$ cat src/rtl/reg_file_arbiter_pkg.sv
// Shared types and default sizing for the two-port register file arbiter.
package reg_file_arbiter_pkg;
    typedef enum logic {INIT, RUN} state_t;

    localparam int DW_DEF       = 8;
    localparam int AW_DEF       = 2;
    localparam int INIT_VAL_DEF = 0;
endpackage

$ cat src/rtl/reg_file_arbiter_rr_arb2.sv
// Two-way round-robin arbiter; grants only while advance is high.
module rr_arb2 (
    input  logic       clk,
    input  logic       rst,
    input  logic [1:0] req,
    input  logic       advance,
    output logic [1:0] gnt
);
    logic ptr;  // 0 favours requester 0 on contention

    always_comb begin
        gnt = 2'b00;
        if (advance) begin
            if (req == 2'b11) gnt = ptr ? 2'b10 : 2'b01;
            else              gnt = req;
        end
    end

    // After serving one side, hand priority to the other.
    always_ff @(posedge clk or posedge rst) begin
        if (rst)         ptr <= 1'b0;
        else if (|gnt)   ptr <= gnt[0];
    end
endmodule

$ cat src/rtl/reg_file_arbiter.sv
// Clears an external register file after reset, then arbitrates two
// requesters onto its single write port and single read port.
module reg_file_arbiter
    import reg_file_arbiter_pkg::*;
#(
    parameter int            DW       = DW_DEF,
    parameter int            AW       = AW_DEF,
    parameter logic [DW-1:0] INIT_VAL = DW'(INIT_VAL_DEF)
) (
    input  logic          clk,
    input  logic          rst,
    input  logic          req0,
    input  logic          req1,
    input  logic          we0,
    input  logic          we1,
    input  logic [AW-1:0] addr0,
    input  logic [AW-1:0] addr1,
    input  logic [DW-1:0] wdata0,
    input  logic [DW-1:0] wdata1,
    output logic          gnt0,
    output logic          gnt1,
    output logic          rvalid0,
    output logic          rvalid1,
    output logic [DW-1:0] rdata0,
    output logic [DW-1:0] rdata1,
    output logic          init_done,
    output logic          rf_wr_en,
    output logic [AW-1:0] rf_w_addr,
    output logic [DW-1:0] rf_w_data,
    output logic [AW-1:0] rf_r_addr,
    input  logic [DW-1:0] rf_r_data
);
    localparam logic [AW-1:0] LAST = '1;

    state_t        state, state_nxt;
    logic [AW-1:0] cnt;
    logic [1:0]    gnt;
    logic          run;
    logic          rd0, rd1;

    assign run       = (state == RUN);
    assign init_done = run;
    assign gnt0      = gnt[0];
    assign gnt1      = gnt[1];

    rr_arb2 u_arb (
        .clk     (clk),
        .rst     (rst),
        .req     ({req1, req0}),
        .advance (run),
        .gnt     (gnt)
    );

    always_ff @(posedge clk or posedge rst) begin
        if (rst) begin
            state <= INIT;
            cnt   <= '0;
        end else begin
            state <= state_nxt;
            if (state == INIT) cnt <= cnt + 1'b1;
        end
    end

    // rst gates the port outright: state already reads INIT during reset,
    // which would otherwise drive a clear write.
    always_comb begin
        state_nxt = state;
        rf_wr_en  = 1'b0;
        rf_w_addr = '0;
        rf_w_data = '0;
        rf_r_addr = '0;
        rd0       = 1'b0;
        rd1       = 1'b0;
        if (!rst) begin
            if (state == INIT) begin
                rf_wr_en  = 1'b1;
                rf_w_addr = cnt;
                rf_w_data = INIT_VAL;
                if (cnt == LAST) state_nxt = RUN;
            end else if (gnt[0]) begin
                if (we0) begin
                    rf_wr_en  = 1'b1;
                    rf_w_addr = addr0;
                    rf_w_data = wdata0;
                end else begin
                    rf_r_addr = addr0;
                    rd0       = 1'b1;
                end
            end else if (gnt[1]) begin
                if (we1) begin
                    rf_wr_en  = 1'b1;
                    rf_w_addr = addr1;
                    rf_w_data = wdata1;
                end else begin
                    rf_r_addr = addr1;
                    rd1       = 1'b1;
                end
            end
        end
    end

    always_ff @(posedge clk or posedge rst) begin
        if (rst) begin
            rvalid0 <= 1'b0;
            rvalid1 <= 1'b0;
            rdata0  <= '0;
            rdata1  <= '0;
        end else begin
            rvalid0 <= rd0;
            rvalid1 <= rd1;
            if (rd0) rdata0 <= rf_r_data;
            if (rd1) rdata1 <= rf_r_data;
        end
    end
endmodule

$ cat config.mk
export PLATFORM = sky130hd
export DESIGN_NAME = reg_file_arbiter
export DESIGN_NICKNAME = d
export VERILOG_FILES = /design/src/rtl/reg_file_arbiter_pkg.sv /design/src/rtl/reg_file_arbiter_rr_arb2.sv /design/src/rtl/reg_file_arbiter.sv
export SDC_FILE = /design/constraint.sdc
export NUM_CORES = 1
export LEC_CHECK = 0
export CAP_MARGIN = 30
export CORE_AREA = 3 3 66 53
export DETAILED_ROUTE_END_ITERATION = 7
export DIE_AREA = 0 0 69 56
export PLACE_DENSITY = 0.81
export SLEW_MARGIN = 30
export SYNTH_ARGS = -nofsm -noshare
export SYNTH_HDL_FRONTEND = slang
export SYNTH_HIERARCHICAL = 1
export SYNTH_SLANG_ARGS = --single-unit
$ cat constraint.sdc
create_clock -name clk -period 7.01 [get_ports clk]
set_input_delay 2.103 -clock clk [delete_from_list [all_inputs] [get_ports clk]]
set_output_delay 2.103 -clock clk [all_outputs]
set_load 0.1 [all_outputs]
Word level (Yosys, flattened, before mapping):

Index checks and enable logic that the tools add are counted.

* register bits: 22
* logic and storage cells: 49

* equal/unequal tests: 2
* muxes and demuxes: 38
* reduce and logical (&&, ||, !) cells: 1
* add/subtract/negate cells: 1

Operators with widths (count)
* two-way mux 8 bit: 6
* two-way mux 2 bit: 15
* two-way mux 1 bit: 17
* == test 2 bit (second input constant): 2
* adder 2 x 1 -> 2 bit (second input constant): 1
* OR reduction 2 bit: 1

Logic depth before layout (Yosys ltp):

* word-level depth: 7
* depth in mapped cells: 6
* mapped depth without buffers: 5

Cells and area by module:

Netlist, hierarchy kept.

Modules (own cells, without submodules)
* reg_file_arbiter: cells each 81, area an instance 1051.0 µm², instances 1
* rr_arb2: cells each 9, area an instance 65.1 µm², instances 1

Least setup slack after synthesis:

No wires, ideal clock.

* kind: input to output
* start: input port req0
* end: output port rf_w_addr[0]
* arrival time: 6778 ps
* stages: 6
* required time: 4907 ps
* slack: -1871 ps
* path buffers: 1
* path through: nand2_1 -> a21oi_1 -> and2_1 -> buf_2 -> nand2_1 -> a311oi_1

* elaborated cells on any way between the ends: 7

RTL lines
* start: declaration: line reg_file_arbiter.sv:12 `input logic req0,`
* == test 2 bit: line reg_file_arbiter_rr_arb2.sv:14 `if (req == 2'b11) gnt = ptr ? 2'b10 : 2'b01;`
* two-way mux 2 bit *: line reg_file_arbiter_rr_arb2.sv:14
* two-way mux 2 bit *: line reg_file_arbiter_rr_arb2.sv:13 `if (advance) begin`
* via gnt0: line reg_file_arbiter.sv:20 `output logic gnt0,`
* two-way mux 2 bit *: line reg_file_arbiter.sv:80 `end else if (gnt[0]) begin`
* two-way mux 2 bit *: line reg_file_arbiter.sv:75 `if (state == INIT) begin`
* two-way mux 2 bit *: line reg_file_arbiter.sv:74 `if (!rst) begin`
* end: declaration: line reg_file_arbiter.sv:28 `output logic [AW-1:0] rf_w_addr,`

Mark *: on every way through the listed nets, which the timed path passes. The rest lies on a longest branch.

Worst setup path in the final report:

* start: input port req0
* end: output port rf_w_addr[0]

* longest elaborated chain between the ends: 7

Ends and longest elaborated chain
* == test 2 bit: line reg_file_arbiter_rr_arb2.sv:14
* two-way mux 2 bit *: line reg_file_arbiter_rr_arb2.sv:14
* two-way mux 2 bit *: line reg_file_arbiter_rr_arb2.sv:13
* two-way mux 2 bit: line reg_file_arbiter.sv:89 `end else if (gnt[1]) begin`
* two-way mux 2 bit *: line reg_file_arbiter.sv:80
* two-way mux 2 bit *: line reg_file_arbiter.sv:75
* two-way mux 2 bit *: line reg_file_arbiter.sv:74

Mark *: on every way between the ends. The rest lies on a longest branch, timed or not.

==> impl_metrics.tcl <==
set metrics [dict create \
    cts_buffers 3 \
    htree_levels 1 \
    vias 957 \
    drv_cap 0 \
    skew_ns 0.001379 \
    p_leak_nw 0.8032 \
    grt_pass1_vias 1004 \
    grt_usage_pct 16.39 \
    postLayoutCellArea_um2 1907 \
    seq_area_um2 550.5 \
    cts_buffer_depth 2 \
    min_period_over_period_pct 88.47 \
    drc 0 \
    hold_viol_final 0 \
    route.detailed.wl_per_inst_um 15.58 \
    status "completed" \
    core_area_um2 2893 \
    antenna_left 0 \
    first_pass_iters 4 \
    clkLatencyLatePin_ns 0.27 \
    cts-root-buf "clkbuf_8" \
    grt_pass1_wl_um 5043 \
    routedLengthMet1_um 1294 \
    place_area_um2 1852 \
    crit_slowest_cell "clkdlybuf4s50_1" \
    place.port_buffers 67 \
    dp_hpwl_um 2412 \
    clock-sinks 22 \
    avgViaCountPerCell 4.908 \
    syn-num-nets 125 \
    syn_area_um2 1116 \
    cellPowerDensity_nw_per_um2 510.9 \
    postLayoutSetupSlackWorst_ns 0.8084 \
    setup_viol 0 \
    cp.arrival_ns 4.10 \
    diodes 0 \
    yosys_warnings 6 \
    cp-start-kind "primary input" \
    wirelength_um 3039 \
    path_max_fanout 11 \
    die_w_um 69 \
    rsz0062_at_grt "false" \
    hold_buffers 0 \
    period_minus_slack_ns 6.202 \
    num-fill-cells 242 \
    tns_ns 0 \
    slew_headroom_pct 34.57 \
    dieArea_um2 3864 \
    antenna_found_initial 0 \
    post-cts-setup-buffer-count 0 \
    multiInputGateArea_um2 556.8 \
    yosysUniqueCellTypes 24 \
    crit_chain "clkdlybuf4s50_1 -> nand2_1 -> a21oi_2 -> and2_1 -> nand2_1 -> a311oi_4 -> buf_12" \
    cts-resized-gates 0 \
    routed.top_layer "met4" \
    fmax_mhz 161.2 \
    cts_tree "built" \
    row_count 17 \
    drive_gt1_share_pct 35.03 \
    crit_type "in2out" \
    dp_slack_ns 0.8018 \
    ir_worst_vdd_mv 0.4313 \
    min_path_type "reg2reg" \
    initial_utilization_pct 38.58 \
    cpPeakStageDelay_ns 0.50 \
    die_h_um 56 \
    path_clk_slew_ns 0.08 \
    path_common_cell "nand2_1" \
    drv_slew 0 \
    drt-initial-drc-count 24 \
    wl_met2_um 1567 \
    grt_overflow 0 \
    synth_seq_cells 22 \
    io_pins 68 \
    place.gp.congestion 0.7345 \
    postSynthCellCount 90 \
    synth.yosys.seq_area_share_pct 49.33 \
    synth.avg_cell_area_um2 12.40 \
    worst_pin_slew_ns 0.9783 \
    required_ns 4.91 \
    fin_util_pct 65.92 \
    total_power_w 0.0009742 \
    worstSetupEndpointType "primary output" \
    layout.nets 193 \
    area_growth_pct 70.85 \
    wl_met3_um 132 \
    grt_max_degree 23 \
]
==> layer usage <==
| layer | up-vias | track usage (%) |
|---|---|---|
| met5 | - | 0 |
| met4 | 0 | 5.850 |
| met3 | 5 | 4.152 |
| met2 | 20 | 27.17 |
| met1 | 480 | 20.67 |
| li1 | 452 | - |
==> placed cells by master, fill, tap and decap left out, types with 2 or more instances in the layout <==
master,instances
clkdlybuf4s50_1,52
nor2_1,2
a22o_1,2
mux2_2,10
nand2_1,6
a22oi_1,8
dfrtp_1,22
mux2_4,7
buf_4,14
nor2_2,9
inv_1,3
buf_12,3
a21oi_2,3
clkbuf_8,4
==> cell families after synthesis <==
logic type / count (synthesis) / share of synthesized area [%]
compound gates: 16 / 10.88
xor+xnor: 1 / 0.7849
fa+ha+maj: 1 / 1.121
buf+inv: 9 / 5.605
flops: 22 / 49.33
mux: 17 / 19.51
simple gates: 24 / 12.78
==> path summary, 6_finish.rpt <==
check,start,cells after the start,slack [ns],to
max,req0,7,0.81,rf_w_addr[0]
min,cnt[0],1,0.51,cnt[0]
max reg2reg,init_done,5,4.66,rdata0[5]
min reg2reg,cnt[0],1,0.51,cnt[0]
max in group asynchronous,rst,2,3.97,rdata0[3]
min in group asynchronous,rst,2,2.19,u_arb/ptr
==> area by class of cell <==
cell class / instances / area share [%]
Sequential cell: 22 / 28.87
Inverter: 3 / 0.5906
Timing Repair Buffer: 69 / 35.96
Clock buffer: 4 / 2.887
Tap cell: 38 / 2.493
Multi-Input combinational cell: 59 / 29.20
==> flip-flops by register name, indices dropped and copies added (netlist names) <==
signal and flops:
rvalid0 1, u_arb/ptr 1, rvalid1 1, rdata1 8
init_done 1, rdata0 8, cnt 2
==> report_power, final <==
group	leakage (nW)	switching (W)	internal, W	total, W
Sequential	0.262	0.0000335	0.000183	0.000217
Combinational	0.512	0.000490	0.000175	0.000665
Clock	0.0288	0.0000419	0.0000502	0.0000921
Total	0.803	0.000566	0.000408	0.000974
==> Yosys cell counts, drive strengths merged <==
| master | instances | area [um^2] |
|---|---|---|
| xnor2 | 1 | 8.760 |
| mux2 | 17 | 217.7 |
| and3 | 1 | 6.260 |
| and2 | 1 | 6.260 |
| a22o | 2 | 17.52 |
| nor3b | 2 | 20.02 |
| nand2b | 1 | 13.76 |
| inv | 3 | 11.26 |
| nor2 | 11 | 41.29 |
| nor4b | 1 | 23.77 |
| a311oi | 2 | 17.52 |
| dfrtp | 22 | 550.5 |
| ha | 1 | 12.51 |
| a21o | 1 | 7.510 |
| and3b | 1 | 8.760 |
| a22oi | 8 | 60.06 |
| buf | 6 | 51.30 |
| nand2 | 6 | 22.52 |
| a21oi | 3 | 18.77 |
==> stage by stage <==
stage          cells  hold WS (ns)
2_1_floorplan     90        0.4654
3_3_place_gp     191        0.4889
3_5_place_dp     191        0.4940
4_1_cts          195        0.5136
5_1_grt          195        0.5268
6_report         195        0.5092
==> critical path, delay by kind of cell <==
family,cells,cell delay [ns]
AND/OR/NAND/NOR,3,0.67
buffers and inverters,2,0.71
AO/OA/AOI/OAI,2,0.61
Power figures use the tool's default switching activity.
